$ cat src/rtl/mem_arb_pkg.sv
// mem_arb_pkg: shared types and constants for the unified memory-port arbiter.
`default_nettype none

package mem_arb_pkg;
  typedef enum logic [1:0] {
    ARB_IDLE   = 2'd0,
    ARB_ACCESS = 2'd1,
    ARB_RESP   = 2'd2
  } arb_state_t;

  localparam logic OWN_IF   = 1'b0;
  localparam logic OWN_DM   = 1'b1;
  localparam int   LAT_W    = 4;
  localparam int   STARVE_W = 4;
endpackage

`default_nettype wire

$ cat src/rtl/mem_arbiter_pick.sv
// arb_pick: combinational winner selection; ARB_RR_EN selects round-robin
// instead of fixed DM priority with an IF starvation limit.
`default_nettype none

module arb_pick
  import mem_arb_pkg::*;
#(
  parameter int STARVE_MAX = 4
) (
  input  logic                if_req_i,
  input  logic                dm_req_i,
  input  logic                owner_i,
  input  logic [STARVE_W-1:0] starve_cnt_i,
  output logic                winner_o
);

`ifdef ARB_RR_EN
  logic w_unused_starve;
  assign w_unused_starve = ^starve_cnt_i;
`else
  logic w_unused_owner;
  assign w_unused_owner = owner_i;
`endif

  always_comb begin
    winner_o = OWN_IF;
    if (if_req_i && dm_req_i) begin
`ifdef ARB_RR_EN
      winner_o = ~owner_i;
`else
      winner_o = (starve_cnt_i == STARVE_W'(STARVE_MAX)) ? OWN_IF : OWN_DM;
`endif
    end else if (dm_req_i) begin
      winner_o = OWN_DM;
    end
  end

endmodule

`default_nettype wire

$ cat src/rtl/mem_arbiter.sv
// mem_arbiter: shares one 64-bit memory port between 32-bit IF reads and
// 64-bit DM reads/writes. Optional macro ARB_RR_EN selects round-robin.
`default_nettype none

module mem_arbiter
  import mem_arb_pkg::*;
#(
  parameter int MEM_LAT    = 1,
  parameter int STARVE_MAX = 4
) (
  input  logic        clk,
  input  logic        rst_n,
  input  logic        if_req_i,
  input  logic [63:0] if_addr_i,
  output logic        if_done_o,
  output logic [31:0] if_rdata_o,
  input  logic        dm_req_i,
  input  logic        dm_we_i,
  input  logic [63:0] dm_addr_i,
  input  logic [63:0] dm_wdata_i,
  output logic        dm_done_o,
  output logic [63:0] dm_rdata_o,
  output logic [63:0] mem_addr_o,
  output logic [63:0] mem_wdata_o,
  output logic        mem_wr_o,
  input  logic [63:0] mem_rdata_i,
  output logic        busy_o,
  output logic        owner_o
);

  arb_state_t          state_q;
  logic                owner_q, we_q, sel_hi_q, mem_wr_q, if_done_q, dm_done_q;
  logic [LAT_W-1:0]    cnt_q;
  logic [STARVE_W-1:0] starve_q;
  logic [63:0]         mem_addr_q, mem_wdata_q, dm_rdata_q;
  logic [31:0]         if_rdata_q;
  logic                w_win, w_any, w_unused_addr;

  assign w_any         = if_req_i | dm_req_i;
  assign w_unused_addr = ^if_addr_i[1:0];

  arb_pick #(.STARVE_MAX(STARVE_MAX)) u_pick (
    .if_req_i     (if_req_i),
    .dm_req_i     (dm_req_i),
    .owner_i      (owner_q),
    .starve_cnt_i (starve_q),
    .winner_o     (w_win)
  );

`ifdef ARB_RR_EN
  assign starve_q = '0;
`else
  logic [STARVE_W-1:0] starve_d;

  // Counts DM grants that bypassed a waiting IF; saturates at the limit.
  always_comb begin
    starve_d = starve_q;
    if (state_q == ARB_IDLE && w_any) begin
      if (w_win == OWN_IF)
        starve_d = '0;
      else if (if_req_i && starve_q != STARVE_W'(STARVE_MAX))
        starve_d = starve_q + 1'b1;
    end
  end

  always_ff @(posedge clk or negedge rst_n) begin
    if (!rst_n) starve_q <= '0;
    else        starve_q <= starve_d;
  end
`endif

  always_ff @(posedge clk or negedge rst_n) begin
    if (!rst_n) begin
      state_q     <= ARB_IDLE;
      owner_q     <= OWN_IF;
      we_q        <= 1'b0;
      sel_hi_q    <= 1'b0;
      mem_wr_q    <= 1'b0;
      if_done_q   <= 1'b0;
      dm_done_q   <= 1'b0;
      cnt_q       <= '0;
      mem_addr_q  <= '0;
      mem_wdata_q <= '0;
      dm_rdata_q  <= '0;
      if_rdata_q  <= '0;
    end else begin
      if_done_q <= 1'b0;
      dm_done_q <= 1'b0;
      mem_wr_q  <= 1'b0;
      case (state_q)
        ARB_IDLE: begin
          if (w_any) begin
            owner_q <= w_win;
            state_q <= ARB_ACCESS;
            cnt_q   <= LAT_W'(MEM_LAT - 1);
            if (w_win == OWN_DM) begin
              mem_addr_q  <= dm_addr_i;
              mem_wdata_q <= dm_wdata_i;
              we_q        <= dm_we_i;
              mem_wr_q    <= dm_we_i;
            end else begin
              mem_addr_q <= {if_addr_i[63:3], 3'b000};
              we_q       <= 1'b0;
              sel_hi_q   <= if_addr_i[2];
            end
          end
        end
        ARB_ACCESS: begin
          // Read data is captured on the same edge that enters RESP.
          if (we_q || cnt_q == '0) begin
            state_q <= ARB_RESP;
            if (owner_q == OWN_IF) begin
              if_done_q  <= 1'b1;
              if_rdata_q <= sel_hi_q ? mem_rdata_i[63:32] : mem_rdata_i[31:0];
            end else begin
              dm_done_q <= 1'b1;
              if (!we_q) dm_rdata_q <= mem_rdata_i;
            end
          end else begin
            cnt_q <= cnt_q - 1'b1;
          end
        end
        ARB_RESP: state_q <= ARB_IDLE;
        default:  state_q <= ARB_IDLE;
      endcase
    end
  end

  assign if_done_o   = if_done_q;
  assign if_rdata_o  = if_rdata_q;
  assign dm_done_o   = dm_done_q;
  assign dm_rdata_o  = dm_rdata_q;
  assign mem_addr_o  = mem_addr_q;
  assign mem_wdata_o = mem_wdata_q;
  assign mem_wr_o    = mem_wr_q;
  assign busy_o      = (state_q != ARB_IDLE);
  assign owner_o     = owner_q;

endmodule

`default_nettype wire

$ cat config.mk
export PLATFORM = sky130hd
export DESIGN_NAME = mem_arbiter
export DESIGN_NICKNAME = d
export VERILOG_FILES = /design/src/rtl/mem_arb_pkg.sv /design/src/rtl/mem_arbiter_pick.sv /design/src/rtl/mem_arbiter.sv
export SDC_FILE = /design/constraint.sdc
export NUM_CORES = 1
export LEC_CHECK = 0
export CAP_MARGIN = 20
export CORE_AREA = 10 10 181 183
export CTS_CLUSTER_SIZE = 25
export DETAILED_ROUTE_END_ITERATION = 12
export DIE_AREA = 0 0 191 193
export GPL_ROUTABILITY_DRIVEN = 0
export HOLD_SLACK_MARGIN = 0.05
export PLACE_DENSITY = 0.81
export SLEW_MARGIN = 20
export SYNTH_ARGS = -nofsm -noshare
export SYNTH_HDL_FRONTEND = slang
export SYNTH_HIERARCHICAL = 1
export SYNTH_SLANG_ARGS = --single-unit
$ cat constraint.sdc
create_clock -name clk -period 2.75 [get_ports clk]
set_clock_uncertainty 0.05 [all_clocks]
set_input_delay 0.55 -clock clk [delete_from_list [all_inputs] [get_ports clk]]
set_output_delay 0.55 -clock clk [all_outputs]
set_load 0.05 [all_outputs]
Word-level counts from Yosys, hierarchy flattened
Index checks and enable logic that the tools add are counted.
{"block": "totals", "reg_bits": 240, "inputBits": 261, "out_inout_bits": 229}
{"block": "classes", "addsub": 2, "eq_ne": 7, "mux": 22, "bitwise_logic": 4, "n_reduce_logical": 16}
{"op": "64-bit two-way mux", "count": 1}
{"op": "32-bit two-way mux", "count": 1}
{"op": "4-bit two-way mux", "count": 4}
{"op": "1-bit two-way mux", "count": 12}
{"op": "3-bit AND reduction", "count": 4}
{"op": "4-bit one-hot mux with 2 select lines", "count": 1}
{"op": "2-bit != test (second input constant)", "count": 3}
{"op": "2-bit AND reduction", "count": 3}
{"op": "4-bit by 1-bit adder with 4-bit output (second input constant)", "count": 1}
{"op": "4-bit by 3-bit equality test with 1-bit output (second input constant)", "count": 1}
{"op": "4-bit logical NOT", "count": 1}
{"op": "2-bit two-way mux", "count": 2}
{"op": "4-bit by 3-bit != test with 1-bit output (second input constant)", "count": 1}
{"op": "2-bit one-hot mux with 2 select lines", "count": 1}
{"op": "4-bit AND reduction", "count": 1}
{"op": "2-bit nonzero test", "count": 2}
{"op": "4-bit by 1-bit subtractor with 4-bit output (second input constant)", "count": 1}
{"op": "1-bit logical AND", "count": 3}
{"op": "1-bit inverter", "count": 3}
{"op": "2-bit by 1-bit equality test with 1-bit output (second input constant)", "count": 1}
{"op": "2-bit logical NOT", "count": 1}
{"op": "2-bit by 1-bit != test with 1-bit output (second input constant)", "count": 1}
{"op": "1-bit logical OR", "count": 1}
{"op": "1-bit OR", "count": 1}

Depth between registers and ports, before layout
{"block": "depth", "word_depth": 6, "depth_mapped": 8, "ltp_nobuf": 5}

Modules after synthesis
Netlist, hierarchy kept.
{"mod": "mem_arbiter", "instances": 1, "cells_each": 738, "area_each_um2": 10388.7, "seq_area_each_um2": 6005.8}
{"mod": "arb_pick", "instances": 1, "cells_each": 2, "area_each_um2": 16.3, "seq_area_each_um2": 0.0}

Worst setup path after synthesis
No wires, ideal clock.
{"block": "synth_timing", "kind": "flip-flop to flip-flop", "start": "register cnt_q[0]", "end": "register dm_rdata_q[10], in the netlist dm_rdata_o[10]", "setup_time_ns": 0.125, "arrival_time_ns": 2.148, "t_required_ns": 2.575, "path_slack_ns": 0.427, "stages_incl_launch_ff": 9, "cell_sequence": "dfrtp_1 -> inv_1 -> ha_1 -> or3b_1 -> buf_6 -> or4_4 -> buf_6 -> buf_12 -> mux2_4"}
{"block": "synth_via", "elab_chain_cells": 3}
{"element": "start: declaration", "line": "mem_arbiter.sv:33", "rtl": "logic [LAT_W-1:0] cnt_q;"}
{"element": "start signal: assignment", "line": "mem_arbiter.sv:95", "rtl": "cnt_q <= LAT_W'(MEM_LAT - 1);"}
{"element": "start signal: assignment", "line": "mem_arbiter.sv:120", "rtl": "cnt_q <= cnt_q - 1'b1;"}
{"element": "4-bit logical NOT", "line": "mem_arbiter.sv:110", "rtl": "if (we_q || cnt_q == '0) begin"}
{"element": "1-bit logical OR", "line": "mem_arbiter.sv:110"}
{"element": "4-bit AND reduction (no line)"}
{"element": "end signal: assignment", "line": "mem_arbiter.sv:117", "rtl": "if (!we_q) dm_rdata_q <= mem_rdata_i;"}
{"element": "end: declaration", "line": "mem_arbiter.sv:35", "rtl": "logic [63:0] mem_addr_q, mem_wdata_q, dm_rdata_q;"}
No other way between the ends.
A chain may end at the register's enable or synchronous reset.

Worst setup path in the final report
{"block": "layout_timing", "start": "register owner_q, in the netlist owner_o", "end": "output port owner_o"}
{"element": "start: declaration", "line": "mem_arbiter.sv:32", "rtl": "logic owner_q, we_q, sel_hi_q, mem_wr_q, if_done_q, dm_done_q;"}
{"element": "start signal: assignment", "line": "mem_arbiter.sv:93", "rtl": "owner_q <= w_win;"}
{"element": "end: declaration", "line": "mem_arbiter.sv:28", "rtl": "output logic owner_o"}
No word-level cell between the ends.

==> key figures <==
Run status
  – Status: finished, final reports clean

Yosys
  – Post-Syn Nets: 1005
  – Total number of yosys warnings: 6
  – Post-Synthesis Cell Area: 10400 sq um
  – Average size of a mapped cell: 14.1 sq um
  – Register area share after synthesis: 57.7%
  – Cell count after synthesis: 740
  – Distinct cell type count after synthesis: 39
  – Synth Flop Type: dfrtp_1
  – EDFF count, synth: 0
  – Number of synthesized register bits: 240
  – Post-synth ARST share: 100%

CTS
  – Worst skew pair latency: 0.54 ns
  – TritonCTS buffer count: 28
  – Clk slew on worst S/H paths: 0.06 ns
  – H-tree Lvls: 1
  – CTS sink count: 240
  – CTS Buffer Depth: 3
  – Clock root cell: clkbuf_16
  – CTS tree: built
  – Post_cts resized: 0

Floorplanning
  – Core area: 29200 sq um
  – I/O Pins: 490
  – Initial core utilization: 35.6%
  – Die Wd: 191 um
  – Cell row count: 63
  – Die Y: 193 um
  – Die area: 36900 sq um

Global routing
  – Total gr overflow: 0
  – First-pass GRT wire length: 52.9 mm
  – Largest net degree at the start of global routing: 81
  – Initial antenna violation count: 3
  – Vias in the first global route: 8701
  – Tot GR Track Use: 18.3%

Layout
  – Final std cell area, no fill: 16700 sq um
  – Final #Nets: 1493
  – Layout cells sized above 1: 21.6%
  – Layout fillers: 2354
  – Area occupied by multi-input gates: 4070 sq um
  – Layout area overhead: 60.4%
  – Non-Filler Instances: 1640
  – Seq. cell area: 6010 sq um

Critical path
  – Critical Path RT: 2.15 ns
  – Arrival @ worst endpoint: 1.88 ns
  – Reg2reg setup slack: 0.39 ns
  – Crit path buf inv count: 1
  – Launch point of the worst reg-to-reg path: cnt_q[0]
  – Crit. End Element: output port
  – Top delay family on crit path: buffers and inverters
  – CP peak stage delay: 0.90 ns
  – Critical path class: flop to output port
  – R2r endpoint: dm_rdata_o[7]
  – Worst reg2reg path depth: 6
  – Critical path, cell by cell: clkdlybuf4s50_1
  – Setup crit start kind: flop
  – Crit-path slowest cell: clkdlybuf4s50_1
  – Crit. Startpoint: owner_o
  – Critical Path End: owner_o
  – WP depth: 1
  – Critical Path Fanout Max: 5

Power and ir drop
  – Sw Ratio: 46.9%
  – Switching pwr: 11.4 mW
  – Power per cell area: 1450 nW/um^2
  – Combinational share of power: 58.7%
  – Sequential share of power: 26.1%
  – Int Pwr: 12.9 mW
  – Clock power frac: 15.2%
  – Lkg Pwr: 7.13 nW
  – Final total power: 24.3 mW
  – Max VDD drop: 0.731 mV

STA
  – Max transition margin: 53.3%
  – Final Slew Violations: 0
  – Worst Max-Slew Pin Slew: 0.699 ns
  – # setup viols final: 0
  – Final hold vios: 0
  – Final TNS setup: 0 ns
  – Highest Clock Rate: 403 MHz
  – RSZ-0062 raised after global routing: false
  – Final WS setup: 0.268 ns
  – Period utilisation layout: 90.3%
  – Fin crit period: 2.48 ns

Drt
  – Routed WL per cell: 21.7 um
  – DR iter-0 viols: 264
  – Drt via density: 4.91
  – DRT Pass-1 Iters: 4
  – Routed wire length: 35.6 mm
  – Vias after detailed routing: 8056
  – Routed Antenna Nets: 0
  – DRC Markers: 0

Worst hold path
  – Hold depth: 1
  – Worst hold path type: flop to flop

Placed design
  – Detail Placement HPWL: 27.3 mm
  – Placed inst area: 15800 sq um
  – Port bufs: 487
  – Setup WS pre-CTS: 0.285 ns
  – Inst Count DP: 1587

Run
  – Total of max-cap violations: 0
-- kinds of logic after synthesis --
kind of cell | after synthesis | synth area share [%]
simple gates | 33 | 1.92
mux | 255 | 29.0
buf+inv | 62 | 3.40
flops | 240 | 57.7
fa+ha+maj | 4 | 0.481
compound gates | 146 | 7.46
-- per-layer routing --
metal,global-route usage (%),wire [um]
met1,21.4,13700
met2,31.7,17800
met3,6.65,3600
met4,3.51,475
met5,0,37
-- cell type report --
type	instances	share of cell area, %
antenna	2	0.0300
clock buffer	43	4.90
clock inverter	7	0.630
inverter	10	0.225
multi-input combinational	438	24.4
sequential	240	36.0
tap	390	2.92
timing repair buffer	510	30.9
-- power groups by stage --
stage	logic, mW	clock network [mW]	registers [mW]
6_report	14.2	3.69	6.34
3_3_place_gp	14.2	0	6.28
5_1_grt	14.8	3.96	6.56
3_5_place_dp	14.3	0	6.37
2_1_floorplan	3.31	0	12.2
4_1_cts	14.4	3.79	6.34
-- cell usage in the layout (no fill, tap or decap), drive strengths merged, types with 3 or more instances in the layout --
| master | n |
|---|---|
| o21ai | 132 |
| nor3b | 3 |
| dfrtp | 240 |
| nand3 | 3 |
| clkbuf | 43 |
| ha | 4 |
| mux2 | 193 |
| clkdlybuf4s50 | 485 |
| a21oi | 3 |
| inv | 11 |
| mux2i | 62 |
| nand2 | 6 |
| buf | 24 |
| nand4 | 3 |
-- state kept, by name, summed over array words and instances, names as in the netlist --
register,cells
dm_rdata_o,64
mem_addr_o,64
mem_wdata_o,64
if_rdata_o,32
cnt_q,4
starve_q,4
state_q,2
dm_done_o,1
if_done_o,1
mem_wr_o,1
owner_o,1
sel_hi_q,1
we_q,1
-- per-stage QoR --
stage	utilization [%]	hold WS, ns
6_report	57.1	0.453
3_3_place_gp	53.9	0.438
3_5_place_dp	53.9	0.443
2_1_floorplan	-	0.204
5_1_grt	57.0	0.464
4_1_cts	57.0	0.456
-- how the worst min path moves through the flow --
stage / slack, ns / from / to
floorplan: 0.20 / rst_n / cnt_q[0]
global placement: 0.44 / mem_addr_o[60] / mem_addr_o[60]
detailed placement: 0.44 / dm_rdata_o[63] / dm_rdata_o[63]
CTS: 0.46 / dm_rdata_o[63] / dm_rdata_o[63]
global route: 0.46 / dm_rdata_o[0] / dm_rdata_o[0]
finish: 0.45 / dm_rdata_o[63] / dm_rdata_o[63]
-- what timing repair did --
item                                    4_1_cts  5_1_grt
buffers inserted                              0        0
endpoints found under the setup margin        0        0
endpoints found under the hold margin        74        0
hold buffers                                  1        0
-- cell usage after synthesis (all sizes together), types with 2 or more instances --
master / number / area, sq um
mux2: 193 / 2400
or2: 2 / 12.5
and2: 2 / 12.5
a21oi: 3 / 15.0
nor3b: 3 / 22.5
nand2: 6 / 22.5
mux2i: 62 / 621
nor2: 2 / 7.51
nand3: 3 / 15.0
clkbuf: 28 / 105
inv: 10 / 37.5
nand3b: 2 / 15.0
buf: 24 / 211
nand4: 3 / 18.8
nor3: 2 / 10.0
or3b: 2 / 17.5
dfrtp: 240 / 6010
a22o: 2 / 17.5
o21ai: 132 / 661
ha: 4 / 50.1
o221ai: 2 / 17.5
Power figures use the tool's default switching activity.
